### config.mk
export PLATFORM = sky130hd
export DESIGN_NAME = router_fifo
export DESIGN_NICKNAME = d
export VERILOG_FILES = /design/src/rtl/router_fifo.sv
export SDC_FILE = /design/constraint.sdc
export NUM_CORES = 1
export LEC_CHECK = 0
export ABC_AREA = 1
export BUFFER_PORTS_ARGS = -buffer_cell sky130_fd_sc_hd__buf_2
export CORE_ASPECT_RATIO = 1.25
export CORE_MARGIN = 5
export CORE_UTILIZATION = 50
export CTS_CLUSTER_SIZE = 24
export DETAILED_ROUTE_END_ITERATION = 8
export PLACE_DENSITY = 0.66
export SLEW_MARGIN = 20
export SYNTH_ARGS = -nofsm -noshare
export SYNTH_HDL_FRONTEND = slang
export SYNTH_SLANG_ARGS = --single-unit
### constraint.sdc
create_clock -name clk -period 2.43 [get_ports clk]
set_clock_uncertainty 0.05 [all_clocks]
set_input_delay 0.1215 -clock clk [delete_from_list [all_inputs] [get_ports clk]]
set_output_delay 0.1215 -clock clk [all_outputs]
set_load 0.05 [all_outputs]
### src/rtl/router_fifo.sv
// Per-port router output FIFO: 16 x {header flag, byte} with packet-length tracking on the read side.
// Optional occupancy output when ROUTER_FIFO_OCC_EN is defined.
module router_fifo (
    input  logic       clk,
    input  logic       rst,
    input  logic       soft_reset,
    input  logic       wr_en,
    input  logic       rd_en,
    input  logic       lfd_state,
    input  logic [7:0] data_in,
    output logic [7:0] data_out,
    output logic       full,
    output logic       empty,
`ifdef ROUTER_FIFO_OCC_EN
    output logic [4:0] occupancy,
`endif
    output logic       pkt_busy
);

    logic [8:0] mem_q [16];
    logic [8:0] mem_d [16];
    logic [4:0] wr_ptr_q, wr_ptr_d;
    logic [4:0] rd_ptr_q, rd_ptr_d;
    logic [6:0] cnt_q, cnt_d;
    logic [7:0] data_out_q, data_out_d;
    logic       pkt_busy_q, pkt_busy_d;
    logic       do_wr_s;
    logic       do_rd_s;
    logic [8:0] rd_entry_s;

    assign full     = (wr_ptr_q[3:0] == rd_ptr_q[3:0]) && (wr_ptr_q[4] != rd_ptr_q[4]);
    assign empty    = (wr_ptr_q == rd_ptr_q);
    assign data_out = data_out_q;
    assign pkt_busy = pkt_busy_q;
`ifdef ROUTER_FIFO_OCC_EN
    assign occupancy = wr_ptr_q - rd_ptr_q;
`endif

    assign do_wr_s    = wr_en & ~full;
    assign do_rd_s    = rd_en & ~empty;
    assign rd_entry_s = mem_q[rd_ptr_q[3:0]];

    // Next-state: soft flush, then independent write and read sides
    always_comb begin
        mem_d      = mem_q;
        wr_ptr_d   = wr_ptr_q;
        rd_ptr_d   = rd_ptr_q;
        cnt_d      = cnt_q;
        data_out_d = data_out_q;
        if (soft_reset) begin
            for (int i = 0; i < 16; i++) begin
                mem_d[i] = 9'h000;
            end
            wr_ptr_d   = 5'd0;
            rd_ptr_d   = 5'd0;
            cnt_d      = 7'd0;
            data_out_d = 8'h00;
        end else begin
            if (do_wr_s) begin
                mem_d[wr_ptr_q[3:0]] = {lfd_state, data_in};
                wr_ptr_d             = wr_ptr_q + 5'd1;
            end else begin
                wr_ptr_d = wr_ptr_q;
            end
            if (do_rd_s) begin
                data_out_d = rd_entry_s[7:0];
                rd_ptr_d   = rd_ptr_q + 5'd1;
                // Header carries payload length in [7:2]; +1 accounts for the parity byte
                if (rd_entry_s[8]) begin
                    cnt_d = {1'b0, rd_entry_s[7:2]} + 7'd1;
                end else if (cnt_q != 7'd0) begin
                    cnt_d = cnt_q - 7'd1;
                end else begin
                    cnt_d = cnt_q;
                end
            end else begin
                data_out_d = data_out_q;
            end
        end
        pkt_busy_d = (cnt_d != 7'd0);
    end

    // State registers with synchronous active-low reset
    always_ff @(posedge clk) begin
        if (!rst) begin
            for (int i = 0; i < 16; i++) begin
                mem_q[i] <= 9'h000;
            end
            wr_ptr_q   <= 5'd0;
            rd_ptr_q   <= 5'd0;
            cnt_q      <= 7'd0;
            data_out_q <= 8'h00;
            pkt_busy_q <= 1'b0;
        end else begin
            for (int i = 0; i < 16; i++) begin
                mem_q[i] <= mem_d[i];
            end
            wr_ptr_q   <= wr_ptr_d;
            rd_ptr_q   <= rd_ptr_d;
            cnt_q      <= cnt_d;
            data_out_q <= data_out_d;
            pkt_busy_q <= pkt_busy_d;
        end
    end

endmodule

* After elaboration in Yosys (flattened, before gate mapping)
Cells that the tools add are included.
** Storage, ports and cells
- Bits of input ports :: 14
- Bits in registers :: 170
- Output and inout port bits :: 11
** Cells by class
- Mux-type cells :: 10
- $add $sub $neg :: 4
- $lt $le $gt $ge :: 3
- Bitwise logic cells :: 7
- Eq/ne operators :: 3
- Reduce and logical (&&, ||, !) cells :: 5
** Operator list (count)
- 144-bit bitwise mux :: 1
- 9-bit binary-select mux with 4-bit select :: 1
- 9-bit demux with 4-bit select :: 1
- 7-bit two-way mux :: 4
- 9-bit two-way mux :: 3
- 7-bit nonzero test :: 2
- 5-bit by 1-bit adder with 5-bit output (second input constant) :: 2
- 5-bit >= comparator (second input constant) :: 2
- 4-bit NOT with 5-bit output :: 2
- 6-bit by 1-bit adder with 7-bit output (second input constant) :: 1
- 7-bit by 1-bit subtractor with 7-bit output (second input constant) :: 1
- 5-bit == test :: 1
- 5-bit by 1-bit < comparator with 1-bit output (second input constant) :: 1
- 4-bit == test :: 1
- 1-bit NOT :: 3
- 1-bit bitwise AND :: 2
- 1-bit logical AND :: 2
- 2-bit OR reduction :: 1
- 1-bit inequality test :: 1

* Depth between registers and ports, before layout
Gate-level depths: netlist (run 1).
- Depth after elaboration :: 9
- Gate-level depth with buffers :: 19

* Worst setup path before layout (run 1)
OpenSTA, ideal clock, no wires.
- Kind :: register -> register
- Start point :: reg rd_ptr_q[1]
- End point :: reg mem_q[106] in the netlist's numbering
- Clock period less this slack :: 2135 ps
- Arrival time :: 2019 ps
- Setup time :: 66 ps
- Stages on the path, launching flop included :: 14
- Buffers on the path :: 3
- Slack :: 295 ps
- Path through :: dfxtp_1 > buf_6 > xor2_1 > nor2_2 > nand2_1 > nor2_2 > inv_2 > nand2_4 > inv_4 > buf_12 > nand3_4 > buf_6 > o21ai_1 > a21oi_2
** On the way
- Longest elaborated chain between the ends :: 4
** RTL lines
- start: declaration :: line 23 : logic [4:0] rd_ptr_q, rd_ptr_d;
- start signal: assignment :: line 99 : rd_ptr_q <= rd_ptr_d;
- 4-bit == test :: line 31 : assign full = (wr_ptr_q[3:0] == rd_ptr_q[3:0]) && (wr_ptr_q[4] != rd_ptr_q[4]);
- 1-bit logical AND :: line 31
- via full :: line 12 : output logic full,
- 1-bit NOT :: line 39 : assign do_wr_s = wr_en & ~full;
- 1-bit bitwise AND :: line 39
- end signal: indexed assignment :: line 96 : mem_q[i] <= mem_d[i];
- end: declaration :: line 20 : logic [8:0] mem_q [16];
The timed path passes the listed nets, and every way through them passes these cells.
A chain may end at the register's enable or synchronous reset.

* Worst setup path in the final report (run 1)
- Start point :: reg rd_ptr_q[0]
- End point :: reg pkt_busy_q, in the netlist pkt_busy
** On the way
- Longest elaborated chain between the ends :: 9
** RTL lines
- 4-bit NOT with 5-bit output (implied by the code) :: line 41 : assign rd_entry_s = mem_q[rd_ptr_q[3:0]];
- 9-bit binary-select mux with 4-bit select :: line 41
- 9-bit two-way mux (implied by the code) (2 in a row) :: line 41
- via rd_entry_s[3] :: line 29 : logic [8:0] rd_entry_s;
- 6-bit by 1-bit adder with 7-bit output :: line 70 : cnt_d = {1'b0, rd_entry_s[7:2]} + 7'd1;
- 7-bit two-way mux :: line 69 : if (rd_entry_s[8]) begin
- 7-bit two-way mux :: line 65 : if (do_rd_s) begin
- 7-bit two-way mux :: line 50 : if (soft_reset) begin
- 7-bit nonzero test :: line 80 : pkt_busy_d = (cnt_d != 7'd0);
- end signal: assignment :: line 102 : pkt_busy_q <= pkt_busy_d;
- end: declaration :: line 26 : logic pkt_busy_q, pkt_busy_d;
The timed path passes the listed nets, and every way through them passes these cells. The select of a mux whose other input is x is not followed.

==> results of run 1 <==
## cell type report
cell class	count	area (µm²)
timing repair buffer	55	402
clock inverter	7	113
multi-input combinational	721	3750
inverter	180	681
fill	1603	7210
sequential	170	3410
clock buffer	23	499
tap	216	270
## Yosys cell counts (7+ instances only)
cell and instances:
nand3_1 85, a21oi_1 182, o21ai_0 166, inv_2 7, o21ai_1 17, clkbuf_1 30
buf_6 15, dfxtp_1 170, o211ai_1 16, inv_1 170, nand3_4 9, ha_1 8
buf_2 17, nor2_1 24, nand2_1 166, buf_4 9
## worst paths after layout
check | from | endpoint | cells after the start
worst max-delay path | rd_ptr_q[0] | pkt_busy | 16
worst max register to register | rd_ptr_q[0] | pkt_busy | 16
worst min register to register | mem_q[27] | mem_q[27] | 2
worst min-delay path | data_in[3] | mem_q[48] | 3
## registers in the layout, indices dropped and copies added, names as in the netlist
name	flops
rd_ptr_q	5
wr_ptr_q	5
data_out	8
mem_q	144
cnt_q	7
pkt_busy	1
## tightest hold or removal path, stage by stage
cell	delay [ns]
buf_2	0.19
o21ai_0	0.18
a21oi_1	0.05
## cells by family after synthesis
group                      Yosys count  synth area share
and+or+nand+nor                    311             0.181
AOI/OAI and AO/OA                  394             0.245
buffers and inverters              258             0.146
xor gates and xnor gates             8           0.00838
DFF                                170             0.407
adders and majority gates            8            0.0120
## layer usage
layer | part of all wire | wire length [µm] | GRT usage
met3 | 0.042 | 883 | 0.0435
met5 | 0 | 0 | 0
met4 | 0.030 | 629 | 0.0878
met2 | 0.48 | 10100 | 0.373
met1 | 0.45 | 9480 | 0.280
## metrics by stage
step	setup WS (ns)	hold WS (ns)
after global placement	0.0742	0.329
after floorplan	0.295	0.198
after CTS	0.0517	0.0846
final	0.135	0.101
after global routing	-0.0590	0.115
after detailed placement	0.0625	0.329
## what timing repair did
action / CTS / global route
endpoints found under the setup margin: 0 / 8
resized for setup: 0 / 7
hold buffers: 3 / 0
hold endpoints to repair: 7 / 0
## power breakdown
part / switching [µW] / internal [µW]
clock network: 1090 / 1740
registers: 15.6 / 2810
logic: 396 / 166
total: 1500 / 4720
==> results.ini, run 1 <==
[critical_path]
cpMostUsedCell = nand2_1
cp.arrival_ns = 2.56
critPathRequiredTime_ns = 2.70
cp-end-kind = flip-flop
max_stage_delay_ns = 0.39
path_max_fanout = 58
crit_family = simple AND/OR/NAND/NOR gates
critPathBufInv = 2
r2r_setup_slack_ns = 0.14
slowest_stage = dfxtp_4
criticalPathCategory = reg -> reg
crit_chain = buf_12, nand2_1, nand3_1, nand2_1, nand2_1, nand2_1, inv_1, nand2_2, ha_1, nand3b_1, nand3_1, a21oi_1, nor2_1, nand2_1, nand2_1, nand3_1
start_kind = flip-flop

[synthesis]
synthFlopType = dfxtp_1
ys_seq_area_frac = 0.407
synth_cells = 1149
syn_avg_cell_area_um2 = 7.27
yosysUniqueCellTypes = 37
yosys_warnings = 0
syn-num-nets = 1171
netlist_area_mm2 = 0.00836
ys_seq_elements = 170
yosysTopAreaCell = dfxtp_1
async_flop_share = 0
synth_area_leaders = dfxtp_1, a21oi_1, o21ai_0, inv_1, nand2_1
synth_edf_count = 0
yosysTopAreaCellShare = 0.407

[drt]
vias = 7173
post_drt_via_cell_ratio = 5.23
drt_iter0_drc = 554
firstDrtPassIters = 5
wl_per_cell_um = 15.4
ant_nets = 0
wl_mm = 21.1
drc = 0

[power_and_ir_drop]
pwr_density_cell_mw_per_mm2 = 682
p_leak_uw = 0.00339
peakVddDrop_mv = 0.556
p_total_uw = 6220

[run_status]
outcome = finished clean

[min_path]
hold_path_class = in -> reg

[sta]
setup_tns_ns = 0
period_needed_ns = 2.29
maxSlewHeadroom = 0.579
hold_viol_final = 0
fmax_ghz = 0.436
finalCritPeriodShare = 0.944
slew_viol_final = 0
tightest_slew_ns = 0.632
setup_viol = 0
rsz0062_at_grt = yes

[layout]
fin_area_mm2 = 0.00912
layoutNonFillerInstCount = 1372
drive_gt1_frac = 0.112
final_common_cell = a21oi_1
n_antenna_cell = 0
mostFrequentLayoutCells = a21oi_1, inv_1, dfxtp_1, o21ai_0, nand2_1
syn2layout_area_growth_pct = 9.16
post-route-util = 0.559
nets = 1167

[floorplan]
die-width_um = 126
rows = 52
coreArea_mm2 = 0.0163
initial_utilization = 0.512
pin_count = 25
dieHeight_um = 155
die_area_mm2 = 0.0194

[clock_network]
postCtsSetupBuffers = 0
cts_root_buf = clkbuf_16
clockBufferDepth = 2
cts_buffers = 17
clkTransAtPathRegs_ns = 0.06
h-tree-depth = 4
clock-sinks = 170
clk_latency_ns = 0.43
cts_tree = yes

[flow_run]
drv_cap = 0

[global_routing]
antenna_found_initial = 0
grt_max_degree = 154
grt_pass1_wl_mm = 34.6
gr-total-overflow = 0
grtUsageTotal = 0.222
grt_pass1_vias = 6592

[placed_design]
placedCellCount = 1339
dpl-instance-area_mm2 = 0.00846
dp_hpwl_mm = 13.6
place_congestion = 0.840
io_buffer_count = 24

Note: power is estimated with default switching activity, not from simulation.
==> inputs of run 2 (changes only) <==
- CELL_PAD_IN_SITES_DETAIL_PLACEMENT: not set -> 2
- CELL_PAD_IN_SITES_GLOBAL_PLACEMENT: not set -> 2
- CORE_UTILIZATION: 50 -> 36
- HOLD_SLACK_MARGIN: not set -> 0.06
- PLACE_DENSITY: 0.66 -> not set
- PLACE_DENSITY_LB_ADDON: not set -> 0.1
==> results.ini, run 2 (synthesis gave the netlist of run 1 again) <==
[critical_path]
path_max_fanout = 54  ; -6.9%
crit_family = simple AND/OR/NAND/NOR gates
max_stage_delay_ns = 0.39  ; about the same
crit_chain = buf_16, a21oi_1, o21ai_1, nand3_1, nand3_2, nand2_1, nor2_1, nor2_1, nand2_1, nand2_1, nor2_1, nand2_1, nand2_1, nand3_1
criticalPathCategory = reg -> reg
cp.arrival_ns = 2.61  ; +0.05 ns
reg2reg_to = pkt_busy
critPathRequiredTime_ns = 2.70  ; about the same
critPathBufInv = 1  ; -1
start_kind = flip-flop
cp-end-kind = flip-flop
rr_worst_depth = 14  ; -2
r2r_start = rd_ptr_q[0]
cpMostUsedCell = nand2_1
r2r_setup_slack_ns = 0.09  ; -0.05 ns
slowest_stage = dfxtp_4

[min_path]
holdPathStages = 6  ; +3
hold_path_end = cnt_q[0]
hold_path_startpoint = rd_en
hold_path_class = in -> reg

[power_and_ir_drop]
p_seq_frac = 0.438  ; -0.016
combPwrFrac = 0.098  ; +0.008
peakVddDrop_mv = 0.483  ; -13%
pwr_density_cell_mw_per_mm2 = 678  ; -0.58%
swShare = 0.263  ; +0.0221
p_total_uw = 6450  ; +3.6%
clkPwrFrac = 0.464  ; +0.009
p_sw_uw = 1700  ; +13%
power.internal_uw = 4750  ; +0.60%
p_leak_uw = 0.00354  ; +4.4%

[drt]
ant_nets = 0  ; unchanged
post_drt_via_cell_ratio = 5.33  ; +2.0%
vias = 7836  ; +9.2%
drc = 0  ; unchanged
wl_mm = 29.1  ; +38%
wl_per_cell_um = 19.8  ; +29%
drt_iter0_drc = 298  ; -46%
firstDrtPassIters = 4  ; -1

[floorplan]
pin_count = 25  ; unchanged
rows = 62  ; +19%
die_area_mm2 = 0.0264  ; +36%
dieHeight_um = 180  ; +17%
initial_utilization = 0.364  ; -0.148
die-width_um = 146  ; +16%
coreArea_mm2 = 0.0230  ; +41%

[layout]
drive_gt1_frac = 0.134  ; +0.0222
n_antenna_cell = 0  ; unchanged
nets = 1190  ; +2.0%
largest_reg_flops = 144  ; unchanged
largest-register = mem_q
mostFrequentLayoutCells = a21oi_1, inv_1, dfxtp_1, o21ai_0, nand2_1
syn2layout_area_growth_pct = 13.8
final_common_cell = a21oi_1

[sta]
fmax_ghz = 0.427  ; -2.1%
finalCritPeriodShare = 0.964  ; +0.0199
setup_viol = 0  ; unchanged
hold_viol_final = 0  ; unchanged
period_needed_ns = 2.34  ; +0.0485 ns
worst_slack_ns = 0.0869  ; -0.0485 ns
rsz0062_at_grt = yes
tightest_slew_ns = 0.610  ; -0.0218 ns
slew_viol_final = 0  ; unchanged
maxSlewHeadroom = 0.593  ; +0.0145

[placed_design]
place_congestion = 0.802  ; -4.5%
dp_hpwl_mm = 18.6  ; +37%
io_buffer_count = 24  ; unchanged
place_ws_ns = -0.0664  ; -0.129 ns

[global_routing]
grt_pass1_wl_mm = 45.5  ; +31%
grt_max_degree = 95  ; -38%
antenna_found_initial = 0  ; unchanged
gr-total-overflow = 0  ; unchanged
grtUsageTotal = 0.215  ; -0.00681
grt_pass1_vias = 8409  ; +28%

[clock_network]
cts_root_buf = clkbuf_16
cts_tree = yes
h-tree-depth = 4  ; unchanged
clockBufferDepth = 2  ; unchanged
clock-sinks = 170  ; unchanged
clkTransAtPathRegs_ns = 0.07  ; about the same
clk_latency_ns = 0.43  ; about the same
cts_buffers = 17  ; unchanged

[run_status]
outcome = finished clean

[flow_run]
drv_cap = 0  ; unchanged

[run 2: power groups by stage]
stage / Sequential [µW] / Clock (µW) / Combinational, µW
CTS: 2830 / 3060 / 623
global route: 2830 / 3180 / 702
floorplan: 2920 / 0 / 389
finish: 2830 / 2990 / 633
global placement: 2890 / 0 / 597
detailed placement: 2890 / 0 / 611
[run 2: worst reg2reg max path, stage by stage, from the launching register on]
cell and delay (ns):
dfxtp_4 0.39, buf_16 0.25, a21oi_1 0.15, o21ai_1 0.14
nand3_1 0.14, nand3_2 0.16, nand2_1 0.26, nor2_1 0.19
nor2_1 0.06, nand2_1 0.07, nand2_1 0.06, nor2_1 0.11
nand2_1 0.06, nand2_1 0.09, nand3_1 0.07
[run 2: layer usage]
layer,vias up,global-route usage,share of wire
met5,-,0,0
met4,0,0.0614,0.028
met3,43,0.0257,0.014
met2,68,0.405,0.52
met1,3927,0.254,0.44
li1,3798,-,-
[run 2: what timing repair did]
item                       4_1_cts  5_1_grt
hold buffers                     3        0
pin swaps                        0        2
resized for setup                2       17
setup endpoints to repair        1       36
hold endpoints to repair         7        0
buffers inserted                 0       14
[run 2: area by class of cell]
class                   instances  area (µm²)
fillers                      2721       13500
multi-input cells             721        3780
flip-flops and latches        170        3410
inverters                     180         686
repair buffers                 78         643
clock buffers                  18         439
well taps                     288         360
clock inverters                14         194
[run 2: worst max path at each step]
stage,to,cells after the start,slack [ns],start
after floorplan,mem_q[106],13,0.30,rd_ptr_q[1]
after global placement,pkt_busy,15,-0.05,rd_ptr_q[0]
after detailed placement,pkt_busy,16,-0.07,rd_ptr_q[0]
after CTS,pkt_busy,12,0.01,rd_ptr_q[2]
after global routing,pkt_busy,17,-0.10,rd_ptr_q[0]
final,pkt_busy,14,0.09,rd_ptr_q[0]
[run 2: per-stage QoR]
step	instances	hold WS, ns	utilization	TNS, ns	instance area [µm²]
after floorplan	1149	0.198	-	0	8360
after global routing	1469	0.145	0.414	-0.228	9510
final	1469	0.123	0.414	0	9510
after global placement	1420	0.366	0.375	-0.0522	8610
after detailed placement	1420	0.361	0.375	-0.0664	8610
after CTS	1455	0.112	0.404	0	9280
